## src/rtl/servo_pan_tilt.sv

```systemverilog
// Pan/tilt servo driver: two frame-locked PWM channels whose positions step once per
// frame from direction levels, plus an edge-triggered fire pulse with a cooldown lockout.
module servo_pan_tilt #(
   parameter int PERIOD_CYC = 500000,
   parameter int MIN_CYC    = 25000,
   parameter int STEP_CYC   = 98,
   parameter int POS_MAX    = 255,
   parameter int CENTER     = 128,
   parameter int FIRE_CYC   = 2500000,
   parameter int COOL_CYC   = 12500000
) (
   input  logic       i_clk,
   input  logic       i_rst,
   input  logic       i_right,
   input  logic       i_left,
   input  logic       i_up,
   input  logic       i_down,
   input  logic       i_trigger,
   output logic       o_pan_pwm,
   output logic       o_tilt_pwm,
   output logic [7:0] o_pan_pos,
   output logic [7:0] o_tilt_pos,
   output logic       o_fire,
   output logic       o_busy
);

   localparam int CW   = (PERIOD_CYC > 2) ? $clog2(PERIOD_CYC) : 1;
   localparam int TMAX = (FIRE_CYC > COOL_CYC) ? FIRE_CYC : COOL_CYC;
   localparam int TW   = (TMAX > 1) ? $clog2(TMAX + 1) : 1;

   localparam logic [CW-1:0] LAST_CNT  = CW'(PERIOD_CYC - 1);
   localparam logic [TW-1:0] FIRE_LAST = TW'(FIRE_CYC - 1);
   localparam logic [TW-1:0] COOL_LAST = TW'(COOL_CYC - 1);
   localparam logic [7:0]    POS_TOP   = 8'(POS_MAX);
   localparam logic [7:0]    POS_RST   = 8'(CENTER);
   localparam logic [31:0]   PERIOD_W  = 32'(PERIOD_CYC);
   localparam logic [31:0]   MIN_W     = 32'(MIN_CYC);
   localparam logic [31:0]   STEP_W    = 32'(STEP_CYC);

   typedef enum logic [1:0] {
      ST_IDLE = 2'd0,
      ST_FIRE = 2'd1,
      ST_COOL = 2'd2
   } state_t;

   // One saturating position step; opposing or absent requests hold the position.
   function automatic logic [7:0] pos_step(input logic [7:0] pos, input logic inc,
                                           input logic dec);
      logic [7:0] res;
      res = pos;
      if (inc && !dec && (pos < POS_TOP)) begin
         res = pos + 8'd1;
      end else if (dec && !inc && (pos > 8'd0)) begin
         res = pos - 8'd1;
      end else begin
         res = pos;
      end
      return res;
   endfunction

   function automatic logic [CW-1:0] pulse_width(input logic [7:0] pos);
      logic [31:0] w;
      w = MIN_W + (32'(pos) * STEP_W);
      if (w >= PERIOD_W) begin
         w = PERIOD_W - 32'd1;
      end else begin
         w = w;
      end
      return CW'(w);
   endfunction

   logic [CW-1:0] cnt_q, cnt_d;
   logic [7:0]    pan_q, pan_d, tilt_q, tilt_d;
   logic          pan_pwm_q, pan_pwm_d, tilt_pwm_q, tilt_pwm_d;
   state_t        state_q, state_d;
   logic [TW-1:0] timer_q, timer_d;
   logic          trig_q;
   logic          fire_q, fire_d, busy_q, busy_d;
   logic          frame_end_s, trig_edge_s;

   assign frame_end_s = (cnt_q == LAST_CNT);
   assign trig_edge_s = i_trigger & ~trig_q;

   // Frame counter, once-per-frame position update and PWM compare.
   always_comb begin
      cnt_d  = cnt_q + CW'(1);
      pan_d  = pan_q;
      tilt_d = tilt_q;
      if (frame_end_s) begin
         cnt_d  = {CW{1'b0}};
         pan_d  = pos_step(pan_q, i_right, i_left);
         tilt_d = pos_step(tilt_q, i_up, i_down);
      end else begin
         cnt_d  = cnt_q + CW'(1);
      end
      pan_pwm_d  = (cnt_q < pulse_width(pan_q));
      tilt_pwm_d = (cnt_q < pulse_width(tilt_q));
   end

   // Fire sequencer: a trigger edge is honoured only from IDLE.
   always_comb begin
      state_d = state_q;
      timer_d = timer_q;
      case (state_q)
         ST_IDLE: begin
            if (trig_edge_s) begin
               state_d = ST_FIRE;
               timer_d = {TW{1'b0}};
            end else begin
               state_d = ST_IDLE;
            end
         end
         ST_FIRE: begin
            if (timer_q == FIRE_LAST) begin
               state_d = ST_COOL;
               timer_d = {TW{1'b0}};
            end else begin
               timer_d = timer_q + TW'(1);
            end
         end
         ST_COOL: begin
            if (timer_q == COOL_LAST) begin
               state_d = ST_IDLE;
               timer_d = {TW{1'b0}};
            end else begin
               timer_d = timer_q + TW'(1);
            end
         end
         default: begin
            state_d = ST_IDLE;
            timer_d = {TW{1'b0}};
         end
      endcase
      fire_d = (state_d == ST_FIRE);
      busy_d = (state_d != ST_IDLE);
   end

   // State registers; the trigger history resets high so a held trigger cannot fire.
   always_ff @(posedge i_clk) begin
      if (i_rst) begin
         cnt_q      <= {CW{1'b0}};
         pan_q      <= POS_RST;
         tilt_q     <= POS_RST;
         pan_pwm_q  <= 1'b0;
         tilt_pwm_q <= 1'b0;
         state_q    <= ST_IDLE;
         timer_q    <= {TW{1'b0}};
         trig_q     <= 1'b1;
         fire_q     <= 1'b0;
         busy_q     <= 1'b0;
      end else begin
         cnt_q      <= cnt_d;
         pan_q      <= pan_d;
         tilt_q     <= tilt_d;
         pan_pwm_q  <= pan_pwm_d;
         tilt_pwm_q <= tilt_pwm_d;
         state_q    <= state_d;
         timer_q    <= timer_d;
         trig_q     <= i_trigger;
         fire_q     <= fire_d;
         busy_q     <= busy_d;
      end
   end

   assign o_pan_pwm  = pan_pwm_q;
   assign o_tilt_pwm = tilt_pwm_q;
   assign o_pan_pos  = pan_q;
   assign o_tilt_pos = tilt_q;
   assign o_fire     = fire_q;
   assign o_busy     = busy_q;

endmodule

```

## config.mk

```make
export PLATFORM = sky130hd
export DESIGN_NAME = servo_pan_tilt
export DESIGN_NICKNAME = d
export VERILOG_FILES = /design/src/rtl/servo_pan_tilt.sv
export SDC_FILE = /design/constraint.sdc
export NUM_CORES = 1
export LEC_CHECK = 0
export ABC_AREA = 1
export BUFFER_PORTS_ARGS = -buffer_cell sky130_fd_sc_hd__buf_2
export CORE_UTILIZATION = 50
export DETAILED_ROUTE_END_ITERATION = 7
export MAX_ROUTING_LAYER = met4
export PLACE_DENSITY = 0.71
export RECOVER_POWER = 50
export SETUP_SLACK_MARGIN = 0.3
export SLEW_MARGIN = 20
export SYNTH_ARGS = -nofsm -noshare
export SYNTH_HDL_FRONTEND = slang
export SYNTH_SLANG_ARGS = --single-unit
```

## constraint.sdc

```tcl
create_clock -name i_clk -period 5.3 [get_ports i_clk]
set_input_delay 0.265 -clock i_clk [delete_from_list [all_inputs] [get_ports i_clk]]
set_output_delay 0.265 -clock i_clk [all_outputs]
set_load 0.005 [all_outputs]
```

### After elaboration in Yosys (flattened, before gate mapping)

Index checks and enable logic that the tools add are counted.

| cells by class | value |
|---|---|
| div/mod/pow operators | 0 |
| $mul | 2 |
| shifts and indexed selects | 0 |
| bitwise gates (word level) | 2 |
| $lt $le $gt $ge | 8 |
| add/subtract/negate cells | 8 |
| eq/ne operators | 7 |
| reduce and logical (&&, ||, !) cells | 19 |
| multiplexer cells | 14 |

Operators by type and width:

| cell | count |
|---|---|
| 24-bit two-way mux | 3 |
| 24-bit case mux with 3 select lines | 1 |
| 16-bit by 19-bit greater-or-equal comparator with 1-bit output (second input constant) | 2 |
| 19-bit < comparator | 2 |
| 19-bit two-way mux | 2 |
| 15-bit by 15-bit adder with 16-bit output (first input constant) | 2 |
| 8-bit two-way mux | 4 |
| 8-bit by 6-bit multiplier with 14-bit output (second input constant) | 2 |
| 24-bit by 1-bit adder with 24-bit output (second input constant) | 1 |
| 24-bit by 22-bit equality test with 1-bit output (second input constant) | 1 |
| 24-bit equality test (second input constant) | 1 |
| 19-bit by 1-bit adder with 19-bit output (second input constant) | 1 |
| 19-bit equality test (second input constant) | 1 |
| 8-bit by 1-bit adder with 8-bit output (second input constant) | 2 |
| 8-bit by 1-bit greater-than comparator with 1-bit output (second input constant) | 2 |
| 8-bit < comparator (second input constant) | 2 |
| 8-bit by 1-bit subtractor with 8-bit output (second input constant) | 2 |
| 1-bit logical AND | 8 |
| 2-bit case mux with 3 select lines | 1 |
| 2-bit nonzero test | 3 |
| 2-bit by 1-bit equality test with 1-bit output (second input constant) | 2 |
| 1-bit logical NOT | 4 |
| 2-bit two-way mux | 2 |
| 2-bit AND reduction | 2 |
| 7 further kinds | 7 |

| word-level totals | value |
|---|---|
| input port bits | 7 |
| output and inout port bits | 20 |
| memory bits (writable) | 0 |
| latch bits | 0 |
| ROM bits | 0 |
| memories kept | 0 |
| bits in registers | 66 |

### Depth between registers and ports, before layout

| depth | value |
|---|---|
| depth after elaboration | 5 |
| gate-level depth with buffers | 24 |
| depth with buffers taken out | 24 |

### Worst setup path after synthesis

OpenSTA, ideal clock, no wires.

| timing | value |
|---|---|
| path type | reg-to-reg |
| start | reg pan_q[2] (netlist: o_pan_pos[2]) |
| end | reg pan_pwm_q (netlist: o_pan_pwm) |
| setup time | 0.110 ns |
| setup slack | 1.604 ns |
| arrival | 3.585 ns |
| cell stages (with the launch flop) | 21 |
| required time | 5.190 ns |
| path through | dfxtp_1 > inv_1 > ha_1 > fa_1 > ha_1 > inv_1 > fa_1 > xnor2_1 > inv_1 > a21oi_1 > nand3_1 > nand3_1 > nand2_1 > ha_1 > nand2_1 > inv_1 > nand3_1 > nor2_1 > o2111ai_1 > nand3_1 > nor2_1 |

| on the way | value |
|---|---|
| cells in the longest elaborated chain, start to end | 5 |

RTL lines:

| item | line | text |
|---|---|---|
| from (decl) | 73 | `logic [7:0] pan_q, pan_d, tilt_q, tilt_d;` |
| from (signal assigned) | 153 | `pan_q <= pan_d;` |
| 8-bit by 6-bit multiplier with 14-bit output (*) | 63 | `w = MIN_W + (32'(pos) * STEP_W);` |
| 15-bit by 15-bit adder with 16-bit output (*) | 63 |  |
| 16-bit by 19-bit greater-or-equal comparator with 1-bit output | 64 | `if (w >= PERIOD_W) begin` |
| 19-bit two-way mux (*) | 64 |  |
| 19-bit < comparator (*) | 96 | `pan_pwm_d = (cnt_q < pulse_width(pan_q));` |
| to (signal assigned) | 155 | `pan_pwm_q <= pan_pwm_d;` |
| to (decl) | 74 | `logic pan_pwm_q, pan_pwm_d, tilt_pwm_q, tilt_pwm_d;` |

Mark *: on every way between the ends. The rest lies on a longest branch, timed or not.
A chain may end at the register's enable or synchronous reset.

### Final worst setup path

| timing | value |
|---|---|
| start | reg pan_q[0] (netlist: o_pan_pos[0]) |
| end | reg pan_pwm_q (netlist: o_pan_pwm) |

The elaborated chain is that of the path after synthesis.

==> key figures <==
Run status
  – Status: finished, final reports clean

STA
  – Worst-Margin Slew: 0.6791 ns
  – Relative slew slack: 0.5462
  – Final setup vio count: 0
  – Clk_skew: between 0.01 and 0.015 ns
  – Max Fclk: 243.9 MHz
  – Period minus WS final: 4.100 ns
  – RSZ-0062 raised after global routing: false
  – Final Hold Violating Endpoints: 0
  – Final Cycle Share: 0.7736
  – Fin. max-slew vios: 0
  – Post-route setup TNS: 0 ns

Clock tree
  – Clk Latency, worst-skew pair: 0.35 ns
  – Clock root cell: clkbuf_16
  – # clock sinks: 66
  – Reg clk slew, reported paths: 0.06 ns
  – Post-CTS setup buffers: 0
  – CTS tree: done
  – Htree depth: 3
  – Cts repair resizes: 0
  – TritonCTS buffer count: 9
  – Longest Clk Path Bufs: 2
  – Post-CTS Hold Buffers: 0

Routing
  – Vias per std cell: 5.130
  – Drt drc: 0
  – TritonRoute pass-1 iters: 4
  – 1st-iter DRT viols: 212
  – Antenna-violating nets left: 0
  – Routed vias: about 5.7k
  – DR WL/cell: 12.76 µm
  – WL final: between 10000 and 15000 µm

Critical path
  – Critical Path End Type: register
  – CP required: approximately 5.5 ns
  – Startpoint Class: register
  – Crit Path Class: reg2reg
  – Worst-path fanout max: 9
  – Worst Path Arrival: 4.32 ns

Placement
  – Placed cell areas: 6679 µm²
  – Cell count after placement: between 1k and 1.5k
  – Hpwl dp: 11040 µm
  – Gpl congestion: 0.8882
  – I/O Buffers: 26

Logic synthesis
  – Number of flops mapped to enable cells by yosys: 0
  – Synth Net Count: 1030
  – Syn Inst Count: ~900
  – Cell Area, Synth: 6379 µm²
  – Distinct cells, synth: 43
  – Yosys reg bits: 66
  – YS warnings: 0
  – Register area share after synthesis: 0.2071
  – Post-synthesis area per instance: 7.064 µm²
  – Main synth FF type: dfxtp_1
  – Async SR Flop Fraction: 0

Pwr
  – Power Dens Cells: about 170 nW/µm²
  – Psw: 0.0002685 W
  – Tot Pwr: approximately 0.0012 W
  – Combinational share of power: 0.046
  – Flop pwr share: 0.422
  – Cell internal pwr: 0.0009286 W
  – Sw Ratio: 0.2243
  – Maximum vdd drop: 0.0001646 V
  – Clock power frac: 0.533
  – LEAKAGE: 3.428 nW

Floorplanning
  – Rows: 40
  – I/O Pins: 27
  – Die extent in x: about 110 µm
  – Core Region: 12210 µm²
  – Height of the die: around 110 µm
  – Die area: 13210 µm²
  – Starting Density: 0.5223

Global route
  – Initial antenna violation count: 0
  – First-pass GRT wire length: 24530 µm
  – Vias in the first global route: 5380
  – Total gr overflow: 0
  – GRT Resource Usage Total: 0.2417
  – Largest net degree at the start of global routing: 23

Final layout
  – Post-layout util: 0.5686
  – Share of layout cells above drive strength 1: 0.05970
  – # diodes: 0
  – Synthesis-to-finish area growth: 8.866%
  – FILL cells: 1239
  – Fin cells: about 1.1k
  – Final instance area: 6944 µm²
  – Net count of the finished layout: 1060

Worst hold path
  – Min-Delay Path Class: in2reg

Job
  – Max Cap Violations: 0
-- through the flow --
| step | setup slack [ns] | hold WS, ns |
|---|---|---|
| global placement | 1.412 | 0.4793 |
| detailed placement | 1.257 | 0.4868 |
| finish | 1.200 | 0.1490 |
| global route | 0.7960 | 0.1431 |
| CTS | 1.211 | 0.1298 |
| floorplan | 1.604 | 0.3373 |
-- synth_stat cells (2+ instances only) --
cell      instances  area (µm²)
a21boi_0          2       15.01
a21o_1            3       22.52
a21oi_1          40       200.2
a31oi_1           4       25.02
buf_2             4       20.02
clkinv_2          3       15.01
dfxtp_1          66        1321
fa_1              8       160.2
ha_1            112        1401
inv_1           108       405.4
inv_2             4       15.01
nand2_1         187       701.9
nand2_2           5       31.28
nand2_4           3       33.78
nand2b_1          2       12.51
nand3_1          69       345.3
nand3b_1          7       52.55
nand4_1          35       219.0
nor2_1          126       473.0
nor2_2            9       56.30
nor3_1            6       30.03
nor3_2            3       30.03
o211ai_1          4       30.03
o21a_1            3       22.52
o21ai_0          14       70.07
o21ai_1           3       15.01
o21bai_1          2       15.01
or2_2             2       12.51
xnor2_1          20       175.2
xor2_1           36       315.3
-- layout make-up --
type / count / area [µm²] / share of cell area
multi-input combinational: 714 / 4544 / 0.6544
sequential: 66 / 1321 / 0.1903
inverter: 115 / 435.4 / 0.06270
clock buffer: 11 / 232.7 / 0.03351
tap: 168 / 210.2 / 0.03027
timing repair buffer: 27 / 121.4 / 0.01748
clock inverter: 5 / 78.83 / 0.01135
-- placed cells by master (no fill, tap or decap), types with 2 or more instances in the layout --
cell	netlist	layout
a21boi_0	2	2
a21o_1	3	3
a21oi_1	40	40
a31oi_1	4	4
buf_2	4	13
bufinv_16	0	2
clkbuf_1	1	15
clkbuf_16	0	9
clkinv_2	3	5
dfxtp_1	66	66
fa_1	8	8
ha_1	112	112
inv_1	108	108
inv_2	4	4
nand2_1	187	190
nand2_2	5	3
nand2_4	3	2
nand2b_1	2	2
nand3_1	69	70
nand3b_1	7	7
nand4_1	35	35
nor2_1	126	126
nor2_2	9	9
nor3_1	6	7
nor3_2	3	2
o211ai_1	4	4
o21a_1	3	3
o21ai_0	14	15
o21ai_1	3	2
o21bai_1	2	2
or2_2	2	2
xnor2_1	20	20
xor2_1	36	36
-- critical path, stage by stage, from the launching register on --
cell       delay (ns)
dfxtp_1          0.53
ha_1             0.27
fa_1             0.44
ha_1             0.30
ha_1             0.18
inv_1            0.07
fa_1             0.41
xnor2_1          0.20
inv_1            0.07
a21oi_1          0.25
nand3_1          0.16
nand3_1          0.10
nand2_1          0.06
ha_1             0.29
nand2_1          0.06
inv_1            0.08
nand3_1          0.07
nor2_1           0.14
o2111ai_1        0.15
nand3_1          0.11
nor2_1           0.04
-- path summary, 6_finish.rpt --
kind | cells past startpoint | slack, ns | endpoint | startpoint
min | 2 | 0.15 | trig_q | i_trigger
min reg2reg | 2 | 0.49 | timer_q[0] | timer_q[0]
max reg2reg | 20 | 1.20 | o_pan_pwm | o_pan_pos[0]
max | 20 | 1.20 | o_pan_pwm | o_pan_pos[0]
-- flip-flops by register name (all words and copies together) (netlist names) --
register,cells
o_pan_pos,8
trig_q,1
o_tilt_pwm,1
o_busy,1
o_tilt_pos,8
o_pan_pwm,1
timer_q,24
state_q,2
o_fire,1
cnt_q,19
-- kinds of logic after synthesis --
group,after synthesis,share of synthesized area
and+or+nand+nor,460,0.3268
buffers and inverters,123,0.07571
adders and majority gates,120,0.2448
AOI/OAI and AO/OA,78,0.06865
DFF,66,0.2071
xor gates and xnor gates,56,0.07689
-- routing by layer --
metal / routed length [µm] / GRT usage / up-vias
li1: - / - / 3044
met5: 0 / - / -
met2: 6495 / 0.3940 / 72
met3: 411 / 0.04639 / 19
met4: 216 / 0.08225 / 0
met1: 6991 / 0.2985 / 2539
-- power by group through the flow --
| stage | clock, W | combinational [W] | sequential [W] |
|---|---|---|---|
| after floorplan | 0 | 0.0000412 | 0.000515 |
| after global placement | 0 | 0.0000565 | 0.000515 |
| after detailed placement | 0 | 0.0000563 | 0.000515 |
| after CTS | 0.000654 | 0.0000566 | 0.000505 |
| after global routing | 0.000671 | 0.0000624 | 0.000505 |
| final | 0.000638 | 0.0000547 | 0.000505 |
(Power assumes the default switching activity.)
